$ cat src/rtl/mips_mem_pkg.sv
// Shared types and defaults for the IF/MEM memory-port arbiter.
package mips_mem_pkg;

    localparam int DEF_AW = 32;
    localparam int DEF_DW = 32;

    typedef enum logic [1:0] {
        IDLE,
        BUSY_IF,
        BUSY_DM,
        ERR
    } arb_state_t;

    // Bits needed to hold 0..limit; never narrower than one bit.
    function automatic int cnt_width(input int limit);
        return (limit < 1) ? 1 : $clog2(limit + 1);
    endfunction

endpackage

$ cat src/rtl/arb_sat_counter.sv
// Saturating up-counter with synchronous clear; sat is high while count equals LIMIT.
module arb_sat_counter #(
    parameter int WIDTH = 3,
    parameter int LIMIT = 4
)(
    input  logic clk,
    input  logic reset,
    input  logic clr,
    input  logic inc,
    output logic sat
);

    localparam logic [WIDTH-1:0] LIM = WIDTH'(LIMIT);

    logic [WIDTH-1:0] count;

    always_ff @(posedge clk or negedge reset) begin
        if (!reset)
            count <= '0;
        else if (clr)
            count <= '0;
        else if (inc && count != LIM)
            count <= count + 1'b1;
    end

    assign sat = (count == LIM);

endmodule

$ cat src/rtl/mem_port_arbiter.sv
// Arbitrates the single memory port between instruction fetch and load/store,
// one transaction in flight, with starvation guard for IF and a sticky timeout.
module mem_port_arbiter
    import mips_mem_pkg::*;
#(
    parameter int AW           = DEF_AW,
    parameter int DW           = DEF_DW,
    parameter int STARVE_LIMIT = 4,
    parameter int TIMEOUT      = 64,
    localparam int BW          = DW / 8
)(
    input  logic          clk,
    input  logic          reset,
    input  logic          if_req,
    input  logic [AW-1:0] if_addr,
    output logic [DW-1:0] if_rdata,
    output logic          if_valid,
    input  logic          dm_req,
    input  logic          dm_we,
    input  logic [AW-1:0] dm_addr,
    input  logic [DW-1:0] dm_wdata,
    input  logic [BW-1:0] dm_be,
    output logic [DW-1:0] dm_rdata,
    output logic          dm_valid,
    output logic          stall_if,
    output logic          stall_mem,
    output logic          mem_req,
    output logic          mem_we,
    output logic [AW-1:0] mem_addr,
    output logic [DW-1:0] mem_wdata,
    output logic [BW-1:0] mem_be,
    input  logic          mem_ack,
    input  logic [DW-1:0] mem_rdata,
    output logic          err_timeout
);

    localparam bit TO_EN    = (TIMEOUT != 0);
    localparam int WAIT_LIM = TO_EN ? TIMEOUT - 1 : 1;
    localparam int WAIT_W   = cnt_width(WAIT_LIM);
    localparam int STARVE_W = cnt_width(STARVE_LIMIT);

    arb_state_t state;

    logic busy;
    logic grant_dm;
    logic grant_if;
    logic starve_sat;
    logic wait_sat;
    logic timeout_hit;

    assign busy = (state == BUSY_IF) || (state == BUSY_DM);

    // DM wins ties until it has taken STARVE_LIMIT grants past a waiting fetch.
    assign grant_dm = (state == IDLE) && dm_req && (!if_req || !starve_sat);
    assign grant_if = (state == IDLE) && if_req && !grant_dm;

    assign timeout_hit = TO_EN && busy && !mem_ack && wait_sat;

    arb_sat_counter #(
        .WIDTH (STARVE_W),
        .LIMIT (STARVE_LIMIT)
    ) u_starve_cnt (
        .clk   (clk),
        .reset (reset),
        .clr   (grant_if),
        .inc   (grant_dm && if_req),
        .sat   (starve_sat)
    );

    arb_sat_counter #(
        .WIDTH (WAIT_W),
        .LIMIT (WAIT_LIM)
    ) u_wait_cnt (
        .clk   (clk),
        .reset (reset),
        .clr   (grant_dm || grant_if),
        .inc   (busy && !mem_ack),
        .sat   (wait_sat)
    );

    always_ff @(posedge clk or negedge reset) begin
        if (!reset) begin
            state       <= IDLE;
            mem_req     <= 1'b0;
            mem_we      <= 1'b0;
            mem_addr    <= '0;
            mem_wdata   <= '0;
            mem_be      <= '0;
            err_timeout <= 1'b0;
        end else begin
            case (state)
                IDLE: begin
                    if (grant_dm) begin
                        state     <= BUSY_DM;
                        mem_req   <= 1'b1;
                        mem_we    <= dm_we;
                        mem_addr  <= dm_addr;
                        mem_wdata <= dm_wdata;
                        mem_be    <= dm_be;
                    end else if (grant_if) begin
                        state     <= BUSY_IF;
                        mem_req   <= 1'b1;
                        mem_we    <= 1'b0;
                        mem_addr  <= if_addr;
                        mem_wdata <= '0;
                        mem_be    <= '1;
                    end
                end
                BUSY_IF, BUSY_DM: begin
                    if (mem_ack) begin
                        state   <= IDLE;
                        mem_req <= 1'b0;
                    end else if (timeout_hit) begin
                        state       <= ERR;
                        mem_req     <= 1'b0;
                        err_timeout <= 1'b1;
                    end
                end
                ERR: begin
                    // Terminal until reset; acks and requests are ignored.
                end
                default: state <= IDLE;
            endcase
        end
    end

    assign if_valid = (state == BUSY_IF) && mem_ack;
    assign dm_valid = (state == BUSY_DM) && mem_ack;
    assign if_rdata = if_valid ? mem_rdata : '0;
    assign dm_rdata = (dm_valid && !mem_we) ? mem_rdata : '0;

    assign stall_if  = if_req & ~if_valid;
    assign stall_mem = dm_req & ~dm_valid;

endmodule

$ cat config.mk
export PLATFORM = sky130hd
export DESIGN_NAME = mem_port_arbiter
export DESIGN_NICKNAME = d
export VERILOG_FILES = /design/src/rtl/mips_mem_pkg.sv /design/src/rtl/arb_sat_counter.sv /design/src/rtl/mem_port_arbiter.sv
export SDC_FILE = /design/constraint.sdc
export NUM_CORES = 1
export LEC_CHECK = 0
export ABC_AREA = 0
export CAP_MARGIN = 25
export CORE_ASPECT_RATIO = 0.6
export CORE_MARGIN = 8
export CORE_UTILIZATION = 32
export DETAILED_ROUTE_END_ITERATION = 8
export PLACE_DENSITY = 0.77
export SYNTH_ARGS = -nofsm -noshare
export SYNTH_HDL_FRONTEND = slang
export SYNTH_SLANG_ARGS = --single-unit
$ cat constraint.sdc
create_clock -name clk -period 1.6 [get_ports clk]
set_input_delay 0.24 -clock clk [delete_from_list [all_inputs] [get_ports clk]]
set_output_delay 0.24 -clock clk [all_outputs]
set_load 0.1 [all_outputs]
==> key figures <==
Power
  – Clock power frac: approximately 7.8%
  – Leak: approximately 4.6 nW
  – Sw Ratio: between 50% and 60%
  – Internal power: 11.4 mW
  – NetSw: ~14 mW
  – Power per Cell Area: 2440 mW/mm^2
  – Sequential power share: 16.2%
  – Combinational fraction of design power: between 70% and 80%
  – Worst IR Drop VDD: around 1.4 mV

Yosys
  – Commonest cells in the netlist: dfrtp_1, nand2_1, nand3_1
  – Mean Syn Cell Area: around 9.5 sq um
  – Primary FF master, synth: dfrtp_1
  – Top cells by area, synth: dfrtp_1, nand3_1, a22o_1
  – Largest area contributor in the netlist: dfrtp_1
  – Gate Count Post-Synth: 420
  – Dominant cell by count in the synthesized netlist: dfrtp_1
  – Async S/R FF share, synth: 100%
  – Synth Register Bits: 82
  – Syn_nets: around 560
  – Post-synth top area share: about half
  – Synth Cell Area: 0.00398 sq mm
  – Post-synth EDFFs: 0
  – Warnings, synthesis: 0
  – Post-synth cell types: 34
  – Seq/Total Area, Yosys: approximately half

Finish
  – Fin cells: 914
  – ANT cells: 0
  – Nets: a little under 900
  – Share of cells above drive strength 1: 51.3%
  – Area growth syn-to-layout: 158%
  – Fillers: 555

Clock network
  – CTS root buffer: clkbuf_16
  – CTS Buffer Depth: 2
  – Clock transition at path regs: 0.07 ns
  – CTS tree: built
  – H-tree depth: 3
  – Clock buffer count from CTS: 9
  – # clock sinks: 82
  – Worst-skew pair later-pin latency: about 0.33 ns

Detailed routing
  – DRC: 0
  – DR iter-0 viols: approximately 330
  – WL final: 24000 um
  – Via-to-Cell Ratio: 5.38
  – Post-DR wirelength/cell: ~26 um
  – DR pass1 iterations: 5
  – Via count: 4921
  – Routed Antenna Nets: 0

Worst setup path
  – WP data arrival: ~1.8 ns
  – R2R Setup Slk: -0.31 ns
  – Largest stage delay, worst path: between 0.4 and 0.5 ns
  – Slowest CP cell: dfrtp_1
  – R2R Path End: mem_addr[5]
  – R2R cell count: 9
  – End of the critical path: dm_rdata[0]
  – Worst setup path class: reg2out
  – Critical path, cell by cell: inv_2 -> ha_4 -> nand2_4 -> nor2_4 -> buf_6 -> clkbuf_16 -> and2_4 -> buf_12
  – Req. time, crit path: 1.36 ns
  – Worst setup startpoint: state[0]
  – Startpoint Class: flip-flop
  – Worst setup EP type: output pin
  – Max FO, Critical Path: 8
  – RR Startpoint: u_starve_cnt.count[1]

Global routing
  – Overflow left after global routing: 0
  – Pin count of the biggest net entering global routing: 83
  – Antenna violations before repair: 0
  – Vias in the first global route: roughly 5k
  – First-pass GRT wire length: 31200 um
  – Global Route Usage Sum: 24.7%

Min path
  – Hold Path Stages: 3
  – Min-delay worst type: in2reg

STA
  – Period minus WS final: between 2 and 2.5 ns
  – Final setup TNS: -40.33 ns
  – Final WS setup: -0.430 ns
  – Fmax: just under 500 MHz
  – Max_slew headroom: approximately 58%
  – Period utilization: 127%
  – WHS: between 0.4 and 0.5 ns
  – Clk_skew: 0.00700 ns
  – Final setup vio count: 150
  – Fin. max-slew vios: 0
  – Worst slew pin tran: roughly 0.64 ns
  – Final Hold Viols: 0
  – RSZ-0062 raised after global routing: yes

Floorplanning
  – Initial core utilization: around a third
  – Die area: about 0.016 sq mm
  – Row count: 31
  – Die height: between 100 and 150 um
  – Die Width: 160 um
  – Core area: ~0.012 sq mm
  – Number of top-level pins: about 280

Status
  – Failing checks: negative setup slack
  – Outcome: finished with violations

Placed design
  – Dpl hpwl: roughly 14000 um
  – Dpl cells: roughly 860
  – Port buffer count: approximately 280
  – Gpl congestion: approximately 0.85

Run
  – Max_cap viols: 0
[kinds of logic after synthesis]
logic type                 after synthesis  share of synthesized area, %
adders and majority gates                6                          1.89
and+or+nand+nor                        229                          29.1
DFF                                     82                          51.6
xor gates and xnor gates                 1                         0.220
buffers and inverters                   42                          5.07
AOI/OAI and AO/OA                       59                          11.9
muxes                                    1                         0.252
[layout make-up]
cell class	count	area, sq um	area share [%]
clock buffer	10	229	2.23
inverter	8	32.5	0.317
sequential	82	2060	20.0
multi-input combinational	299	2520	24.5
clock inverter	6	48.8	0.475
timing repair buffer	344	5170	50.4
tap	165	206	2.01
[flip-flops by register name (all words and copies together) (netlist names)]
name	count
mem_be	4
mem_wdata	32
mem_req	1
mem_we	1
state	2
mem_addr	32
u_wait_cnt.count	6
u_starve_cnt.count	3
err_timeout	1
[power by group through the flow]
| stage | Clock, mW | Combinational (mW) | Sequential (mW) |
|---|---|---|---|
| final | 1.95 | 19.0 | 4.06 |
| after global routing | 2.06 | 19.5 | 4.16 |
| after CTS | 1.98 | 17.6 | 3.98 |
| after detailed placement | 0 | 16.2 | 3.99 |
| after global placement | 0 | 16.0 | 3.94 |
| after floorplan | 0 | 4.20 | 9.35 |
[placed cells by master, fill, tap and decap left out, types with 2 or more instances in the layout]
| cell | n |
|---|---|
| a311oi_1 | 2 |
| o21ai_0 | 2 |
| a21o_1 | 2 |
| dfrtp_1 | 81 |
| ha_1 | 2 |
| nand2_4 | 18 |
| nor2b_4 | 5 |
| and3_1 | 2 |
| buf_12 | 153 |
| clkdlybuf4s50_1 | 135 |
| a22o_1 | 33 |
| nand2_2 | 13 |
| nand3_2 | 35 |
| and3_4 | 33 |
| nand2_1 | 41 |
| inv_2 | 3 |
| inv_6 | 2 |
| buf_4 | 22 |
| nor3_2 | 2 |
| inv_1 | 4 |
| ha_4 | 3 |
| o22a_1 | 4 |
| nor2_1 | 2 |
| nand3_4 | 3 |
| buf_16 | 9 |
| nand4_1 | 2 |
| buf_6 | 18 |
| and2_4 | 35 |
| o21ai_1 | 2 |
| clkinvlp_4 | 2 |
| o21ai_2 | 3 |
| a31oi_1 | 2 |
| clkbuf_16 | 14 |
| nand3_1 | 32 |
| a211oi_1 | 3 |
[what timing repair did]
action	CTS	global route
setup endpoints to repair	111	147
cloned	12	7
pin swaps	50	46
hold endpoints to repair	82	0
gates resized for setup	70	110
buffers inserted	13	17
hold buffers	1	0
[how the worst min path moves through the flow]
stage | from | endpoint | slack [ns]
floorplan | reset | err_timeout | -0.06
global placement | reset | mem_wdata[6] | 0.30
detailed placement | reset | mem_wdata[12] | 0.31
CTS | dm_addr[12] | mem_addr[12] | 0.47
global route | dm_addr[24] | mem_addr[24] | 0.47
finish | dm_addr[24] | mem_addr[24] | 0.47
[layer usage]
layer | GRT usage [%] | vias up | wire [um] | share of wire, %
li1 | - | 2127 | - | -
met1 | 29.5 | 2498 | 9420 | 39
met2 | 43.6 | 249 | 12500 | 52
met3 | 7.12 | 47 | 1560 | 6.5
met4 | 5.86 | 0 | 521 | 2.2
met5 | 0 | - | 0 | 0
[metrics by stage]
| stage | power [mW] | utilization (%) | cell area [sq um] | setup slack, ns |
|---|---|---|---|---|
| floorplan | 13.6 | - | 4180 | -0.0978 |
| global placement | 19.9 | 71.9 | 8700 | -0.317 |
| detailed placement | 20.2 | 71.9 | 8700 | -0.390 |
| CTS | 23.6 | 79.3 | 9600 | -0.381 |
| global route | 25.7 | 84.8 | 10300 | -0.475 |
| finish | 25.0 | 84.8 | 10300 | -0.430 |
[worst max-delay path: cells and delay by family, from the launching register on]
family	cells	cell delay (ns)
adder cells (fa/ha/maj)	1	0.14
flip-flops	1	0.41
buffers and inverters	4	0.56
AND/OR/NAND/NOR	3	0.33
Power figures use the tool's default switching activity.
